**config.mk**
```make
export PLATFORM = sky130hd
export DESIGN_NAME = mul4_fitness_scorer
export DESIGN_NICKNAME = d
export VERILOG_FILES = /design/src/rtl/mul4_fitness_scorer.sv
export SDC_FILE = /design/constraint.sdc
export NUM_CORES = 1
export LEC_CHECK = 0
export ABC_AREA = 1
export CAP_MARGIN = 20
export CORE_MARGIN = 3
export CORE_UTILIZATION = 54
export CTS_CLUSTER_SIZE = 10
export DETAILED_ROUTE_END_ITERATION = 6
export PLACE_DENSITY = 0.84
export RECOVER_POWER = 100
export SLEW_MARGIN = 20
export SYNTH_ARGS = -nofsm -noshare
export SYNTH_HDL_FRONTEND = slang
export SYNTH_SLANG_ARGS = --single-unit
```
**constraint.sdc**
```tcl
create_clock -name clk -period 11.9 [get_ports clk]
set_clock_uncertainty 0.2 [all_clocks]
set_input_delay 2.38 -clock clk [delete_from_list [all_inputs] [get_ports clk]]
set_output_delay 2.38 -clock clk [all_outputs]
set_load 0.02 [all_outputs]
```
**src/rtl/mul4_fitness_scorer.sv**
```systemverilog
// Scores candidate 2x2-bit multiplier outputs across 16 bit-sliced lanes.
// Two-stage pipeline: per-beat mismatch reduction, then saturating accumulation.
module mul4_fitness_scorer #(
  parameter int NUM_VECTORS = 1,
  parameter int ACC_W       = 16
) (
  input  logic             clk,
  input  logic             rst,
  input  logic             start,
  input  logic             in_valid,
  output logic             in_ready,
  input  logic [15:0]      a1,
  input  logic [15:0]      a0,
  input  logic [15:0]      b1,
  input  logic [15:0]      b0,
  input  logic [15:0]      y3,
  input  logic [15:0]      y2,
  input  logic [15:0]      y1,
  input  logic [15:0]      y0,
  output logic             busy,
  output logic             done,
  output logic [ACC_W-1:0] err_bits,
  output logic [ACC_W-1:0] pass_lanes,
  output logic             perfect
);

  typedef enum logic [1:0] {
    IDLE  = 2'd0,
    RUN   = 2'd1,
    DRAIN = 2'd2,
    DONE  = 2'd3
  } state_t;

  // Sum width wide enough for either operand plus a carry.
  localparam int SW = ((ACC_W > 7) ? ACC_W : 7) + 1;
  localparam logic [SW-1:0] ACC_MAX = SW'({ACC_W{1'b1}});
  localparam logic [7:0] LAST_BEAT = 8'(NUM_VECTORS - 1);

  state_t state;
  logic [7:0] beat_cnt;

  logic       s1_valid;
  logic [6:0] s1_err;
  logic [4:0] s1_pass;

  logic       accept;
  logic [6:0] beat_err;
  logic [4:0] beat_pass;

  logic [SW-1:0]    err_sum;
  logic [SW-1:0]    pass_sum;
  logic [ACC_W-1:0] err_next;
  logic [ACC_W-1:0] pass_next;

  function automatic logic [3:0] lane_prod(
    input logic [1:0] a,
    input logic [1:0] b
  );
    logic [3:0] p;
    p = {2'b00, a} * {2'b00, b};
    return p;
  endfunction

  function automatic logic [2:0] pop4(input logic [3:0] v);
    logic [2:0] n;
    n = 3'(v[0]) + 3'(v[1]) + 3'(v[2]) + 3'(v[3]);
    return n;
  endfunction

  assign accept   = (state == RUN) && in_valid;
  assign in_ready = (state == RUN);
  assign busy     = (state == RUN) || (state == DRAIN);
  assign done     = (state == DONE);

  always_comb begin
    logic [3:0] diff;
    beat_err  = '0;
    beat_pass = '0;
    diff      = '0;
    for (int i = 0; i < 16; i++) begin
      diff = lane_prod({a1[i], a0[i]}, {b1[i], b0[i]})
           ^ {y3[i], y2[i], y1[i], y0[i]};
      beat_err = beat_err + 7'(pop4(diff));
      if (diff == 4'd0) begin
        beat_pass = beat_pass + 5'd1;
      end
    end
  end

  // Saturating accumulate of the registered stage-1 counts.
  always_comb begin
    err_sum   = SW'(err_bits) + SW'(s1_err);
    pass_sum  = SW'(pass_lanes) + SW'(s1_pass);
    err_next  = err_bits;
    pass_next = pass_lanes;
    if (s1_valid) begin
      err_next  = (err_sum > ACC_MAX) ? '1 : err_sum[ACC_W-1:0];
      pass_next = (pass_sum > ACC_MAX) ? '1 : pass_sum[ACC_W-1:0];
    end
  end

  always_ff @(posedge clk) begin
    if (rst) begin
      state      <= IDLE;
      beat_cnt   <= '0;
      s1_valid   <= 1'b0;
      s1_err     <= '0;
      s1_pass    <= '0;
      err_bits   <= '0;
      pass_lanes <= '0;
      perfect    <= 1'b0;
    end else begin
      s1_valid <= accept;
      if (accept) begin
        s1_err  <= beat_err;
        s1_pass <= beat_pass;
      end
      err_bits   <= err_next;
      pass_lanes <= pass_next;
      unique case (state)
        IDLE: begin
          if (start) begin
            err_bits   <= '0;
            pass_lanes <= '0;
            perfect    <= 1'b0;
            beat_cnt   <= '0;
            state      <= RUN;
          end
        end
        RUN: begin
          if (accept) begin
            beat_cnt <= beat_cnt + 8'd1;
            if (beat_cnt == LAST_BEAT) begin
              state <= DRAIN;
            end
          end
        end
        DRAIN: begin
          // Last beat lands in the accumulator on this edge.
          perfect <= (err_next == '0);
          state   <= DONE;
        end
        DONE: begin
          state <= IDLE;
        end
        default: state <= IDLE;
      endcase
    end
  end

endmodule

```
Word level (Yosys, flattened, before mapping)
Cells that the tools add are included.
Widths: inputs -> output; s select.
- bits in registers: 56
- input bits: 132
- $add $sub $neg: 81
- multiply operators: 16
- order comparisons: 2
- eq/ne operators: 6
- multiplexer cells: 33
- bitwise operators: 16
- reductions and logical operators: 26
- operator list (cell ; count):
    $mux 16 ; 8
    $add 7x3->7 ; 11
    $add 5x1->5 const B ; 15
    $mux 5 ; 15
    $logic_not 4->1 ; 16
    $mul 2x2->4 ; 16
    $xor 4x4->4 ; 16
    $add 2x1->3 ; 16
    $add 3x1->3 ; 16
    $gt 17x16->1 const B ; 2
    $add 1x1->2 ; 16
    $add 16x5->17 ; 1
    $add 16x7->17 ; 1
    $logic_not 16->1 ; 1
    $mux 8 ; 2
    $pmux 8 s2 ; 1
    $add 8x1->8 const B ; 1
    $logic_not 8->1 ; 1
    $pmux 2 s4 ; 1
    $add 6x3->7 ; 1
    $add 5x3->6 ; 1
    $mux 2 ; 3
    $reduce_and 3->1 ; 2
    $add 4x3->5 ; 1
    12 further kinds ; 16

Longest topological paths before layout
Gate-level depths: netlist of the first run.
- depth after elaboration: 34
- gate-level depth with buffers: 57

Worst setup path before layout of the first run
OpenSTA, ideal clock, no wires.
- kind: input-to-reg
- from: input b1[0]
- to: register s1_pass[4]
- library setup time: 126 ps
- arrival: 9559 ps
- path slack: 2015 ps
- cell stages on the path: 52
- cell sequence: nand2_1 > inv_1 > ha_1 > xnor2_1 > ha_1 > nand3_1 > nor2_1 > ha_1 > inv_1 > nand2_4 > nand2_4 > inv_1 > ha_1 > nand2_1 > o21ai_0 > ha_1 > nand2_1 > nand2_1 > [... 16 more ...] > xnor2_1 > o21ai_0 > ha_1 > or2_2 > nand2_1 > xnor2_1 > o21ai_0 > ha_1 > nand2_1 > o21ai_0 > ha_1 > nand2_1 > nor2_1 > nand2_2 > inv_1 > nand2_1 > nand2_1 > a21oi_2
- word-level cells in the longest chain between the ends: 34
- ends and longest elaborated chain (item ; line ; source):
    from (decl) ; 14 ; input logic [15:0] b1,
    $mul 2x2->4 (*) ; 60 ; p = {2'b00, a} * {2'b00, b};
    $xor 4x4->4 (*) ; 82 ; ^ {y3[i], y2[i], y1[i], y0[i]};
    $logic_not 4->1 (*) ; 84 ; if (diff == 4'd0) begin
    $mux 1 (*) ; 84 ;
    $add 5x1->5 ; 85 ; beat_pass = beat_pass + 5'd1;
    $mux 5 (*) ; 84 ;
    $add 5x1->5 ; 85 ;
    $mux 5 (*) ; 84 ;
    [... 18 more ...] ; - ;
    $add 5x1->5 ; 85 ;
    $mux 5 (*) ; 84 ;
    $add 5x1->5 ; 85 ;
    $mux 5 (*) ; 84 ;
    $add 5x1->5 ; 85 ;
    $mux 5 (*) ; 84 ;
    $add 5x1->5 ; 85 ;
    $mux 5 (*) ; 84 ;
    to (signal assigned) ; 116 ; s1_pass <= beat_pass;
    to (decl) ; 44 ; logic [4:0] s1_pass;
Mark *: on every way between the ends. The rest lies on a longest branch, timed or not.
A chain may end at the register's enable or synchronous reset.

Worst setup path in the final report of the first run
- from: input a0[0]
- to: register s1_pass[4]
- word-level cells in the longest chain between the ends: 34
- ends and longest elaborated chain (item ; line ; source):
    from (decl) ; 13 ; input logic [15:0] a0,
    $mul 2x2->4 (*) ; 60 ;
    $xor 4x4->4 (*) ; 82 ;
    $logic_not 4->1 (*) ; 84 ;
    $mux 1 (*) ; 84 ;
    $add 5x1->5 ; 85 ;
    $mux 5 (*) ; 84 ;
    $add 5x1->5 ; 85 ;
    $mux 5 (*) ; 84 ;
    [... 18 more ...] ; - ;
    $add 5x1->5 ; 85 ;
    $mux 5 (*) ; 84 ;
    $add 5x1->5 ; 85 ;
    $mux 5 (*) ; 84 ;
    $add 5x1->5 ; 85 ;
    $mux 5 (*) ; 84 ;
    $add 5x1->5 ; 85 ;
    $mux 5 (*) ; 84 ;
Marked as above.

==> results of run 1 <==
critical path: cells and delay by family:
kind,cells,cell delay (ns)
xor gates and xnor gates,5,0.69
buffers and inverters,4,0.61
and+or+nand+nor,21,2.56
adders and majority gates,11,2.89
AOI/OAI and AO/OA,11,1.73
through the flow:
step	cell area (µm²)	hold WS, ns	cells	worst slack [ns]	utilization (%)
final	10120	0.2756	1537	1.017	69.37
after floorplan	8110	0.2592	1188	2.015	-
after CTS	10120	0.2810	1537	1.059	69.39
after global placement	9978	0.2678	1529	1.154	68.40
after global routing	10120	0.2961	1537	0.09871	69.37
after detailed placement	9978	0.2708	1529	0.8090	68.40
registers in the layout, summed over array words and instances, names as in the netlist:
register	count
err_bits	16
pass_lanes	16
beat_cnt	8
s1_err	7
s1_pass	5
state	2
perfect	1
s1_valid	1
worst paths after layout:
check	from	end	slack, ns
max	a0[0]	s1_pass[4]	1.02
min	perfect	perfect	0.28
max reg2reg	err_bits[0]	perfect	8.43
min reg2reg	perfect	perfect	0.28
synthesized netlist by cell type, types with 9 or more instances:
| library cell | number | area [µm²] |
|---|---|---|
| xnor2_1 | 39 | 341.6 |
| inv_1 | 270 | 1013 |
| inv_2 | 9 | 33.78 |
| nand2_1 | 249 | 934.7 |
| nor2_1 | 79 | 296.5 |
| nand2_2 | 22 | 137.6 |
| ha_1 | 81 | 1013 |
| clkbuf_1 | 10 | 37.54 |
| nand4_1 | 13 | 81.33 |
| o21ai_0 | 48 | 240.2 |
| xor2_1 | 39 | 341.6 |
| a21oi_1 | 41 | 205.2 |
| nor3_1 | 16 | 80.08 |
| nand3_1 | 69 | 345.3 |
| nand3_2 | 10 | 100.1 |
| fa_1 | 56 | 1121 |
| dfxtp_1 | 56 | 1121 |
| nand2_4 | 9 | 101.4 |
metal layers:
metal / vias to the layer above / share of wire, %
li1: 4002 / -
met1: 3409 / 45
met2: 184 / 49
met3: 18 / 5.2
met4: 0 / 1.4
met5: - / 0
final cells by class:
type | count | area (µm²) | share of cell area, %
well taps | 184 | 230.2 | 2.275
multi-input cells | 842 | 5898 | 58.28
flip-flops and latches | 56 | 1121 | 11.08
repair buffers | 168 | 1679 | 16.59
clock inverters | 2 | 16.27 | 0.1607
inverters | 279 | 1047 | 10.35
clock buffers | 6 | 128.9 | 1.273
cell families (layout without fill, tap and decap cells):
logic type               count (synthesis)  after routing
adder cells (fa/ha/maj)                137            137
AND/OR/NAND/NOR                        502            502
flip-flops                              56             56
AO/OA/AOI/OAI                          122            122
buffers and inverters                  290            455
XOR/XNOR                                81             81
==> impl_metrics.csv, run 1 <==
group,metric,value,unit
run_status,status,"complete, no violations",
worst_setup_path,cpMostUsedCell,"nand2_1",
floorplan,fp.dieW,128.6,µm
floorplan,core-area,14590,µm²
finish,mostFrequentLayoutCell,"inv_1",
synth,netlist-cell-type-count,45,
drt,viasPerCell,4.953,
clock_network,post-cts-setup-buffer-count,0,
drt,totalWireLength,18470,µm
synth,synth.mux.area_fraction,0,%
synth,syn_inst,1188,
floorplan,die_area,16530,µm²
timing,hold_viol_final,0,
clock_network,clkTransAtPathRegs,0.06,ns
timing,setup_violations,0,
flow_run,max_cap_violations,0,
placed_design,portBuffers,167,
min_path,hold_path.class,"flop to flop",
clock_network,cts_max_level,2,
grt,grt_pass1_wl,31880,µm
synth,synth_area_per_cell,6.827,µm²
drt,antenna_left,0,
placed_design,dp_hpwl,16480,µm
synth,ys_seq_area_share,13.82,%
drt,first_pass_iters,5,
clock_network,cts_made_buffers,5,
timing,slew_headroom,46.82,%
timing,rsz0062_at_grt,"no",
placed_design,gp_congestion,0.8984,
clock_network,clkLatencyLatePin,0.29,ns
synth,syn_area,8110,µm²
grt,grt_max_degree,37,
finish,final_cell_mix,"inv_1, nand2_1, clkdlybuf4s50_1",
floorplan,boundaryPins,168,
worst_setup_path,path_class,"input pin to flop",
worst_setup_path,start_kind,"input pin",
synth,synth_compound_area_share,8.531,%
finish,syn_to_final_growth,24.79,%
timing,maxSlewViolCount,0,
grt,met2_usage,41.40,%
clock_network,ctsLongestPathBuffers,2,
worst_setup_path,reg2regPathDepth,19,
clock_network,cts_tree,"done",
floorplan,initial_core_util,55.59,%
grt,grtUsageMet3,2.781,%
drt,vias,7613,
synth,synthFlopType,"dfxtp_1",
synth,synth_warnings,0,
floorplan,die_h,128.6,µm
synth,synth_top_family_by_area,"simple AND/OR/NAND/NOR gates",
finish,layout-drive-gt1-share,5.765,%
finish,fillers,1206,
synth,synth_seq_cells,56,
worst_setup_path,critPathMaxStageDelay,0.42,ns
clock_network,hold_buffers,0,
synth,syn_nets,1457,
grt,first_global_vias,7344,
min_path,whs_path_depth,2,
floorplan,core.rowCount,44,
worst_setup_path,cp_max_fo,4,
worst_setup_path,critical_path.endpoint_type,"flop",
timing,period_needed,10.88,ns
drt,drtIter0Drc,401,
worst_setup_path,cp.arrival,10.86,ns
timing,finalSetupTns,0,ns
finish,num_antenna_cells,0,
grt,busiest_layer,"met2",
worst_setup_path,required,11.87,ns
synth,synth_fa_ha_area_share,26.32,%
clock_network,cts_sinks,56,
finish,fin_nets,1621,
synth,synthArstFlopShare,0,%
grt,grtUsageTotal,22.93,%
timing,fmax,91.89,MHz
grt,globalRouteMet1Util,29.89,%
synth,synth-simple-area-share,28.88,%
timing,finalCritPeriodShare,91.45,%
grt,antenna_found_initial,0,
synth,synth_edf_count,0,
synth,synth_xor_area_share,9.025,%
clock_network,ctsResizeCount,0,
drt,drcViolationCount,0,
drt,wl_per_cell,12.02,µm
timing,tightest_slew,0.7894,ns
grt,gr-total-overflow,0,
worst_setup_path,crit_slowest_cell,"clkdlybuf4s50_1",
clock_network,clockRootBuffer,"clkbuf_16",
Power of run 1 is not shown: default switching activity piles up to over one toggle a cycle in this logic, so the estimate is an artifact.
==> run 2: changes to the inputs <==
--- a/config.mk
+++ b/config.mk
@@ -12,7 +12,6 @@
 export CTS_CLUSTER_SIZE = 10
 export DETAILED_ROUTE_END_ITERATION = 6
 export PLACE_DENSITY = 0.84
-export RECOVER_POWER = 100
 export SLEW_MARGIN = 20
 export SYNTH_ARGS = -nofsm -noshare
 export SYNTH_HDL_FRONTEND = slang
==> impl_metrics.csv, run 2 (synthesized netlist as in run 1, its figures left out) <==
group,metric,value,unit
floorplan,die_area,16530,µm²
worst_setup_path,cpMostUsedCell,"nand2_1",
placed_design,gp_congestion,0.8984,
timing,worst_slack,1.027,ns
grt,antenna_found_initial,0,
worst_setup_path,path_class,"input pin to flop",
grt,met2_usage,41.40,%
finish,postLayoutCoreUtil,69.39,%
worst_setup_path,r2r_start,"err_bits[0]",
min_path,whs_path_depth,2,
clock_network,clkLatencyLatePin,0.29,ns
timing,maxSlewViolCount,0,
min_path,hold_path.class,"flop to flop",
drt,antenna_left,0,
clock_network,hold_buffers,0,
grt,busiest_layer,"met2",
finish,syn_to_final_growth,24.82,%
finish,fin_nets,1621,
finish,mostFrequentLayoutCell,"inv_1",
run_status,status,"complete, no violations",
timing,fmax,91.97,MHz
finish,final_cell_mix,"inv_1, nand2_1, clkdlybuf4s50_1",
floorplan,boundaryPins,168,
drt,first_pass_iters,5,
floorplan,core-area,14590,µm²
grt,grtUsageTotal,22.93,%
worst_setup_path,critical_path.endpoint_type,"flop",
timing,hold_viol_final,0,
clock_network,post-cts-setup-buffer-count,0,
floorplan,fp.dieW,128.6,µm
worst_setup_path,reg2reg_to,"perfect",
worst_setup_path,required,11.87,ns
clock_network,cts_made_buffers,5,
grt,gr-total-overflow,0,
timing,rsz0062_at_grt,"no",
placed_design,dp_slack,0.8090,ns
drt,wl_per_cell,12.02,µm
timing,period_needed,10.87,ns
grt,grt_max_degree,37,
drt,drcViolationCount,0,
timing,finalCritPeriodShare,91.37,%
floorplan,die_h,128.6,µm
floorplan,initial_core_util,55.59,%
clock_network,clockRootBuffer,"clkbuf_16",
timing,setup_violations,0,
clock_network,cts_max_level,2,
placed_design,dp_hpwl,16480,µm
timing,slew_headroom,55.10,%
drt,viasPerCell,4.948,
grt,grtUsageMet3,2.781,%
grt,grt_pass1_wl,31880,µm
drt,totalWireLength,18470,µm
clock_network,ctsResizeCount,0,
finish,num_antenna_cells,0,
clock_network,ctsLongestPathBuffers,2,
worst_setup_path,crit_slowest_cell,"clkdlybuf4s50_1",
worst_setup_path,rrSetupSlack,8.46,ns
worst_setup_path,cp_max_fo,4,
timing,finalSetupTns,0,ns
clock_network,clkTransAtPathRegs,0.06,ns
worst_setup_path,critPathMaxStageDelay,0.42,ns
min_path,worstHoldStart,"perfect",
grt,first_global_vias,7344,
clock_network,cts_tree,"done",
worst_setup_path,reg2regPathDepth,19,
flow_run,max_cap_violations,0,
min_path,worstHoldEndpoint,"perfect",
drt,vias,7605,
timing,tightest_slew,0.6673,ns
finish,layout-drive-gt1-share,5.839,%
worst_setup_path,startpoint,"a0[0]",
placed_design,portBuffers,167,
finish,reg_top3,"err_bits: 16 flops, pass_lanes: 16 flops, beat_cnt: 8 flops",
worst_setup_path,start_kind,"input pin",
clock_network,cts_sinks,56,
drt,drtIter0Drc,374,
floorplan,core.rowCount,44,
worst_setup_path,cp.arrival,10.85,ns
grt,globalRouteMet1Util,29.89,%
[run 2: cell count changes in the layout (fill, tap and decap cells not counted), sizes merged]
| cell | delta |
|---|---|
| clkdlybuf4s50 | +39 |
| dlygate4sd3 | -39 |
[run 2: layout make-up]
type,instances,area [µm²]
Tap cell,184,230.2
Inverter,279,1047
Fill cell,1205,4466
Clock buffer,6,128.9
Clock inverter,2,16.27
Timing Repair Buffer,168,1679
Sequential cell,56,1121
Multi-Input combinational cell,842,5901
[run 2: critical path: cells and delay by family]
family / cells / cell delay [ns]
AO/OA/AOI/OAI: 11 / 1.73
XOR/XNOR: 5 / 0.69
adder cells (fa/ha/maj): 11 / 2.89
buffers and inverters: 4 / 0.61
AND/OR/NAND/NOR: 21 / 2.54
[run 2: how the worst max path moves through the flow]
stage                 endpoint  slack [ns]  cells after the start
finish              s1_pass[4]        1.03                     52
CTS                 s1_pass[4]        1.06                     52
global route        s1_pass[4]         0.1                     52
global placement    s1_pass[4]        1.15                     52
floorplan           s1_pass[4]        2.02                     52
detailed placement  s1_pass[4]        0.81                     52
[run 2: routing by layer]
layer,routed length (µm),vias up
li1,-,3999
met3,994,19
met2,8950,176
met5,0,-
met4,275,0
met1,8249,3411
[run 2: metrics by stage]
stage               hold slack (ns)  area (µm²)  std cells
floorplan                    0.2592        8110       1188
global placement             0.2678        9978       1529
detailed placement           0.2708        9978       1529
CTS                          0.2810       10120       1537
global route                 0.2992       10120       1537
finish                       0.2772       10120       1537
Power of run 2 is left out for the same reason.
